`config.mk`:
```
export PLATFORM = sky130hd
export DESIGN_NAME = brush_painter
export DESIGN_NICKNAME = d
export VERILOG_FILES = /design/src/rtl/brush_painter.sv
export SDC_FILE = /design/constraint.sdc
export NUM_CORES = 1
export LEC_CHECK = 0
export BUFFER_PORTS_ARGS = -buffer_cell sky130_fd_sc_hd__buf_4
export CORE_MARGIN = 8
export CORE_UTILIZATION = 35
export CTS_BUF_LIST = sky130_fd_sc_hd__clkbuf_8
export CTS_CLUSTER_SIZE = 10
export DETAILED_ROUTE_END_ITERATION = 12
export PLACE_DENSITY = 0.63
export SKIP_LAST_GASP = 1
export SLEW_MARGIN = 30
export SYNTH_ARGS = -nofsm -noshare
export SYNTH_HDL_FRONTEND = slang
export SYNTH_SLANG_ARGS = --single-unit
```
`constraint.sdc`:
```
create_clock -name clk -period 3.85 [get_ports clk]
set_clock_uncertainty 0.2 [all_clocks]
set_input_delay 0.77 -clock clk [delete_from_list [all_inputs] [get_ports clk]]
set_output_delay 0.77 -clock clk [all_outputs]
set_load 0.05 [all_outputs]
```
`src/rtl/brush_painter.sv`:
```
// brush_painter: turns paint/clear commands into one framebuffer write strobe per clock.
// Optional macro BRUSH_ROUND_EN restricts the paint stamp to a disc of radius r.
module brush_painter #(
    parameter int COORD_W = 7,
    parameter int RAD_W   = 2,
    parameter int COLOR_W = 3
) (
    input  logic               clk,
    input  logic               reset,
    input  logic               cmd_valid,
    output logic               cmd_ready,
    input  logic               cmd_clear,
    input  logic [COORD_W-1:0] cmd_x,
    input  logic [COORD_W-1:0] cmd_y,
    input  logic [COLOR_W-1:0] cmd_color,
    input  logic [RAD_W-1:0]   cmd_radius,
    output logic               brush,
    output logic [7:0]         wx,
    output logic [7:0]         wy,
    output logic [COLOR_W-1:0] newColor,
    output logic               busy
);
    localparam int D_W  = RAD_W + 2;
    localparam int P_W  = COORD_W + 2;
    localparam int SQ_W = 2 * D_W;
    localparam logic signed [D_W-1:0] ONE_D = D_W'(1);

    typedef enum logic [1:0] {IDLE, PAINT, CLEAR} state_e;

    state_e                 state_q, state_d;
    logic [COORD_W-1:0]     x_q, y_q;
    logic [COLOR_W-1:0]     color_q;
    logic [RAD_W-1:0]       r_q;
    logic signed [D_W-1:0]  dx_q, dy_q, dx_d, dy_d;
    logic [COORD_W-1:0]     cx_q, cy_q, cx_d, cy_d;
    logic                   brush_q, busy_q;
    logic [COORD_W-1:0]     wx_q, wy_q;
    logic [COLOR_W-1:0]     color_out_q;

    logic                   accept, step, last, wr_en, in_shape;
    logic [COORD_W-1:0]     sel_x, sel_y, cur_cx, cur_cy, wr_x, wr_y;
    logic [COLOR_W-1:0]     sel_color;
    logic [RAD_W-1:0]       sel_r;
    logic                   sel_clear;
    logic signed [D_W-1:0]  r_s, cur_dx, cur_dy;
    logic signed [P_W-1:0]  px, py;

    assign cmd_ready = (state_q == IDLE) && !reset;
    assign accept    = cmd_valid && cmd_ready;
    assign step      = accept || (state_q != IDLE);

    // The accept cycle itself emits the first strobe, so in IDLE the
    // command inputs stand in for the latched fields and iteration counters.
    // NOTE: every always_comb output gets a default first so no latch is inferred.
    always_comb begin
        sel_x     = x_q;
        sel_y     = y_q;
        sel_color = color_q;
        sel_r     = r_q;
        sel_clear = (state_q == CLEAR);
        cur_cx    = cx_q;
        cur_cy    = cy_q;
        if (state_q == IDLE) begin
            sel_x     = cmd_x;
            sel_y     = cmd_y;
            sel_color = cmd_color;
            sel_r     = cmd_radius;
            sel_clear = cmd_clear;
            cur_cx    = '0;
            cur_cy    = '0;
        end
        r_s    = $signed({2'b00, sel_r});
        cur_dx = (state_q == IDLE) ? -r_s : dx_q;
        cur_dy = (state_q == IDLE) ? -r_s : dy_q;

        px = $signed({2'b00, sel_x}) + P_W'(cur_dx);
        py = $signed({2'b00, sel_y}) + P_W'(cur_dy);

        if (cur_dx == r_s) begin
            dx_d = -r_s;
            dy_d = cur_dy + ONE_D;
        end else begin
            dx_d = cur_dx + ONE_D;
            dy_d = cur_dy;
        end
        cx_d = cur_cx + COORD_W'(1);
        cy_d = cur_cy + COORD_W'(&cur_cx);

        if (sel_clear) begin
            wr_en = 1'b1;
            wr_x  = cur_cx;
            wr_y  = cur_cy;
            last  = (&cur_cx) && (&cur_cy);
        end else begin
            // Negative or past-the-edge coordinates are dropped, never wrapped.
            wr_en = (px[P_W-1:COORD_W] == '0) && (py[P_W-1:COORD_W] == '0) && in_shape;
            wr_x  = px[COORD_W-1:0];
            wr_y  = py[COORD_W-1:0];
            last  = (cur_dx == r_s) && (cur_dy == r_s);
        end

        if (last)           state_d = IDLE;
        else if (sel_clear) state_d = CLEAR;
        else                state_d = PAINT;
    end

`ifdef BRUSH_ROUND_EN
    logic signed [SQ_W-1:0] dist_sq, rad_sq;
    always_comb begin
        dist_sq  = SQ_W'(cur_dx) * SQ_W'(cur_dx) + SQ_W'(cur_dy) * SQ_W'(cur_dy);
        rad_sq   = SQ_W'(r_s) * SQ_W'(r_s);
        in_shape = (dist_sq <= rad_sq);
    end
`else
    assign in_shape = 1'b1;
`endif

    // NOTE: sequential state uses non-blocking assignments only.
    always_ff @(posedge clk) begin
        if (reset) begin
            state_q     <= IDLE;
            brush_q     <= 1'b0;
            busy_q      <= 1'b0;
            wx_q        <= '0;
            wy_q        <= '0;
            color_out_q <= '0;
            x_q         <= '0;
            y_q         <= '0;
            color_q     <= '0;
            r_q         <= '0;
            dx_q        <= '0;
            dy_q        <= '0;
            cx_q        <= '0;
            cy_q        <= '0;
        end else begin
            if (accept) begin
                x_q     <= cmd_x;
                y_q     <= cmd_y;
                color_q <= cmd_color;
                r_q     <= cmd_radius;
            end
            if (step) begin
                state_q <= state_d;
                busy_q  <= 1'b1;
                brush_q <= wr_en;
                if (wr_en) begin
                    wx_q        <= wr_x;
                    wy_q        <= wr_y;
                    color_out_q <= sel_color;
                end
                dx_q <= dx_d;
                dy_q <= dy_d;
                cx_q <= cx_d;
                cy_q <= cy_d;
            end else begin
                brush_q <= 1'b0;
                busy_q  <= 1'b0;
            end
        end
    end

    assign brush    = brush_q;
    assign busy     = busy_q;
    assign wx       = 8'(wx_q);
    assign wy       = 8'(wy_q);
    assign newColor = color_out_q;
endmodule

```
Yosys cells after proc, flatten, opt, wreduce, memory -nomap -nowiden
Cells that the tools add are included.

Eq/ne operators: 3. Add/subtract/negate cells: 7. Muxes and demuxes: 18. Reductions and logical operators: 15. Bitwise logic cells: 1.

Operators with widths (count): $mux W7 (6); $add A8 B4 Y9 (2); $mux W4 (4); $reduce_and A7 Y1 (2); $add A4 B2 Y4 const B (2); $eq A4 B3 Y1 (2); $add A7 B1 Y7 (1); $add A7 B1 Y7 const B (1); $logic_not A2 Y1 (3); $mux W2 (3); $logic_and A1 B1 Y1 (5); $mux W1 (4); $neg A2 Y4 (1); $mux W3 (1); $eq A2 B2 Y1 const B (1); $reduce_and A2 Y1 (1); $reduce_bool A2 Y1 (1); $reduce_or A2 Y1 (1); $logic_not A1 Y1 (1); $logic_or A1 B1 Y1 (1); $not A1 Y1 (1).

Bits in registers: 62.

Longest topological paths before layout
Depth in word-level cells: 9. Mapped depth: 17. Mapped depth without buffers: 13.

Least setup slack after synthesis
OpenSTA, ideal clock, no wires.

Kind: register -> register. Start point: register state_q[0]. End point: register wx_q[1]. Library setup time: 0.123 ns. Clock period less this slack: 4.106 ns. Cell stages (with the launch flop): 18. Slack: -0.256 ns. Arrival: 3.784 ns. Path through: dfxtp_1 buf_2 or2_2 clkbuf_1 clkbuf_1 buf_1 buf_1 nand2_1 nand2_1 ha_1 inv_1 fa_1 nor2b_1 o31ai_1 a21oi_1 mux2i_4 a31oi_2 a221o_2.

Word-level cells in the longest chain between the ends: 9.

Ends and longest elaborated chain: start: declaration (RTL line 30) `state_e state_q, state_d;`; start signal: assignment (RTL line 143) `state_q <= state_d;`; $logic_not A2 Y1; $mux W2 (RTL line 63) `if (state_q == IDLE) begin`; $neg A2 Y4 (RTL line 73, 74); $mux W4 (on tied branches) (RTL line 73, 74); $add A8 B4 Y9 (on tied branches) (RTL line 76, 77); $logic_not A2 Y1 (RTL line 96) `wr_en = (px[P_W-1:COORD_W] == '0) && (py[P_W-1:COORD_W] == '0) && in_shape;`; $logic_and A1 B1 Y1 (RTL line 96); $mux W1 (RTL line 89) `if (sel_clear) begin`; $reduce_and A2 Y1 (no line); end signal: assignment (RTL line 147) `wx_q <= wr_x;`; end: declaration (RTL line 37) `logic [COORD_W-1:0] wx_q, wy_q;`.

Parallel ways exist; a longest one is shown, timed or not. A chain may end at the register's enable or synchronous reset.

Worst setup path in the final report
Start point: register state_q[1]. End point: register wx_q[5].

Same word-level chain as after synthesis.

==> flow_summary_export.csv <==
group,metric,value,unit
status,status,"complete, no violations",
synthesis,synth_ff_type,"dfxtp_1",
detailed_routing,wire_per_inst,15.85,µm
finish,final_cell_mix,"nand2_1, buf_4, dfxtp_1, nor2_1",
clock_tree,path_clk_slew,0.07,ns
die,core_region_area,0.01084,mm²
finish,seq_area,0.001241,mm²
pwr,p_leak,2.266,nW
timing,slew_headroom,56.81,%
synthesis,synth-simple-area-share,27.80,%
finish,n_antenna_cell,0,
setup_path,critPathSlowestCell,"dfxtp_1",
clock_tree,cts_buffer_depth,2,
synthesis,synth_mux_area_share,2.583,%
placement,port_buffers,42,
die,start_util,35.75,%
timing,tns,0,ns
clock_tree,root_buffer,"clkbuf_8",
synthesis,ys_ff_latch,62,
flow_run,drv_cap,0,
synthesis,synth_fa_ha_area_share,7.814,%
global_route,grt_start_max_net_pins,32,
die,die_area,0.01469,mm²
setup_path,critPathKind,"reg -> reg",
pwr,irDropWorstVdd,0.0001822,V
setup_path,crit_family,"compound AO/OA/AOI/OAI gates",
setup_path,critPathArrivalTime,3.71,ns
global_route,grt-ovfl-total,0,
clock_tree,cts_tree,"yes",
placement,gp_congestion,0.8725,
pwr,power.density,422.4,mW/mm²
finish,area_delta_synth_final,26.90,%
detailed_routing,firstDrtPassIters,7,
setup_path,required,3.88,ns
detailed_routing,finalWirelength,11670,µm
finish,nets,639,
detailed_routing,drc,0,
finish,final_cell_area,0.004917,mm²
timing,rsz0062_at_grt,"no",
synthesis,synth_edf_count,0,
placement,place_area,0.004720,mm²
detailed_routing,num_vias,3867,
clock_tree,htreeDepth,3,
min_path,hp-class,"reg -> reg",
synthesis,async_reset_ff_share,0,%
clock_tree,clock_latency,0.35,ns
timing,hold_violations,0,
timing,post-route-period-util,95.67,%
synthesis,synth_area_per_cell,7.658,µm²
synthesis,synth_compound_area_share,19.99,%
detailed_routing,detail-route-antenna-nets,0,
global_route,grt_pass1_wl,18710,µm
setup_path,critPathBufInv,2,
timing,max_freq,271.5,MHz
finish,fillers,1097,
synthesis,yosysUniqueCellTypes,55,
timing,min_period,3.683,ns
clock_tree,cts.sinks,62,
placement,dpl.hpwl,9004,µm
die,io_pins,45,
detailed_routing,initialDrtViolationCount,257,
finish,mostFrequentLayoutCell,"nand2_1",
finish,multiInputGateArea,0.002490,mm²
setup_path,cp_cell_sequence,"or2_2 -> buf_4 -> nand2_1 -> nand2_1 -> ha_1 -> fa_1 -> a211oi_2 -> o21ai_0 -> o211a_1 -> mux2_2 -> buf_4 -> and3_1 -> a221o_1",
synthesis,syn-cell-area,0.003875,mm²
setup_path,critPathMaxStageDelay,0.42,ns
timing,slew_violations,0,
setup_path,critPathMaxFanout,12,
timing,finalSetupViolations,0,
clock_tree,cts_buffers,9,
placement,place_inst,722,
finish,drive_gt1_share,23.83,%
die,dieHeight,121.2,µm
detailed_routing,vias_per_cell,5.254,
pwr,total_power,2.077,mW
synthesis,synthXorXnorAreaFrac,4.973,%
synthesis,synth_top_family_by_area,"simple AND/OR/NAND/NOR gates",
global_route,gr-usage-all-layers,16.04,%
global_route,grt_pass1_vias,3760,
global_route,antenna_found_initial,0,
clock_tree,cts-hold-fix-buffers,0,
timing,fin_worst_hold_slack,0.2538,ns
die,die_w,121.2,µm
setup_path,start_kind,"flop",
synthesis,synth_warnings,0,
finish,stdcell_count,736,
synthesis,synth_cells,506,
timing,worstMarginPinSlew,0.6454,ns
synthesis,synth-seq-area-share,32.03,%
die,rows,38,
setup_path,cp-end-kind,"flop",
path summary, 6_finish.rpt:
check / startpoint / endpoint / slack, ns / cells past startpoint
worst max-delay path: state_q[1]$_SDFFE_PP0P_ / wx_q[5]$_SDFFE_PP0P_ / 0.17 / 13
worst min-delay path: dx_q[2]$_SDFFE_PP0P_ / dx_q[2]$_SDFFE_PP0P_ / 0.25 / 2
worst min register to register: dx_q[2]$_SDFFE_PP0P_ / dx_q[2]$_SDFFE_PP0P_ / 0.25 / 2
worst max register to register: state_q[1]$_SDFFE_PP0P_ / wx_q[5]$_SDFFE_PP0P_ / 0.17 / 13
registers in the layout (all words and copies together) (netlist names), 3 cells and up:
name,cells
dx_q,4
color_q,3
wy_q,7
cx_q,7
dy_q,4
wx_q,7
newColor,3
cy_q,7
x_q,7
y_q,7
report_power, final:
part,switching [mW],internal [mW],total (mW)
combinational,0.457,0.373,0.830
clock,0.259,0.276,0.535
sequential,0.0307,0.681,0.712
total,0.747,1.33,2.08
per-layer routing:
layer	GRT usage (%)	routed length [µm]	vias up
met5	0	0	-
li1	-	-	1945
met1	20.49	5409	1810
met4	6.708	265	0
met2	25.84	5436	95
met3	3.164	556	17
worst register-to-register path, delay by kind of cell, from the launching register on:
family / cells / cell delay [ns]
AOI/OAI and AO/OA: 4 / 0.88
adders and majority gates: 2 / 0.63
buffers and inverters: 2 / 0.37
DFF: 1 / 0.42
muxes: 1 / 0.33
and+or+nand+nor: 4 / 0.74
area by class of cell:
cell class / count / area share, %
multi-input cells: 401 / 50.64
flip-flops and latches: 62 / 25.24
repair buffers: 104 / 15.88
well taps: 140 / 3.562
clock buffers: 12 / 3.359
inverters: 15 / 1.145
clock inverters: 2 / 0.1781
metrics by stage:
stage	utilization (%)	worst slack [ns]
finish	45.36	0.1667
global placement	43.54	-0.1475
detailed placement	43.54	-0.2025
floorplan	-	0.02786
CTS	45.14	0.04465
global route	45.36	0.01115
kinds of logic (layout without fill, tap and decap cells):
kind of cell               after synthesis  in the layout
AOI/OAI and AO/OA                      110            110
buffers and inverters                   44            133
other                                    1              2
xor gates and xnor gates                22             22
DFF                                     62             62
and+or+nand+nor                        236            236
muxes                                    8              8
adders and majority gates               23             23
synth_stat cells (all sizes together), types with 2 or more instances:
cell type	number	area (µm²)
a21oi	28	140.1
dfxtp	62	1241
o211ai	2	15.01
nor3b	4	30.03
mux2	6	67.56
a221o	13	133.9
nand4	3	18.77
nor2b	6	37.54
ha	21	262.8
a31oi	5	37.53
o21a	6	52.55
inv	15	56.30
o31ai	2	15.01
mux2i	2	32.53
clkbuf	19	71.32
and3	14	87.58
a311oi	5	61.31
nand2	114	427.9
nand3	27	135.1
or2	2	12.51
nor3	15	91.34
xnor2	15	131.4
buf	10	55.05
xor2	7	61.31
and2	5	31.28
o21bai	2	15.01
nor4	5	31.28
a211oi	9	67.56
nand2b	2	12.51
nor2	36	135.1
fa	2	40.04
o21ai	25	125.1
a21o	5	37.54
repair_timing:
action / 4_1_cts / 5_1_grt
endpoints found under the setup margin: 0 / 18
gates resized for setup: 0 / 5
endpoints found under the hold margin: 0 / 0
setup buffers: 0 / 0
Note: power is estimated with default switching activity, not from simulation.
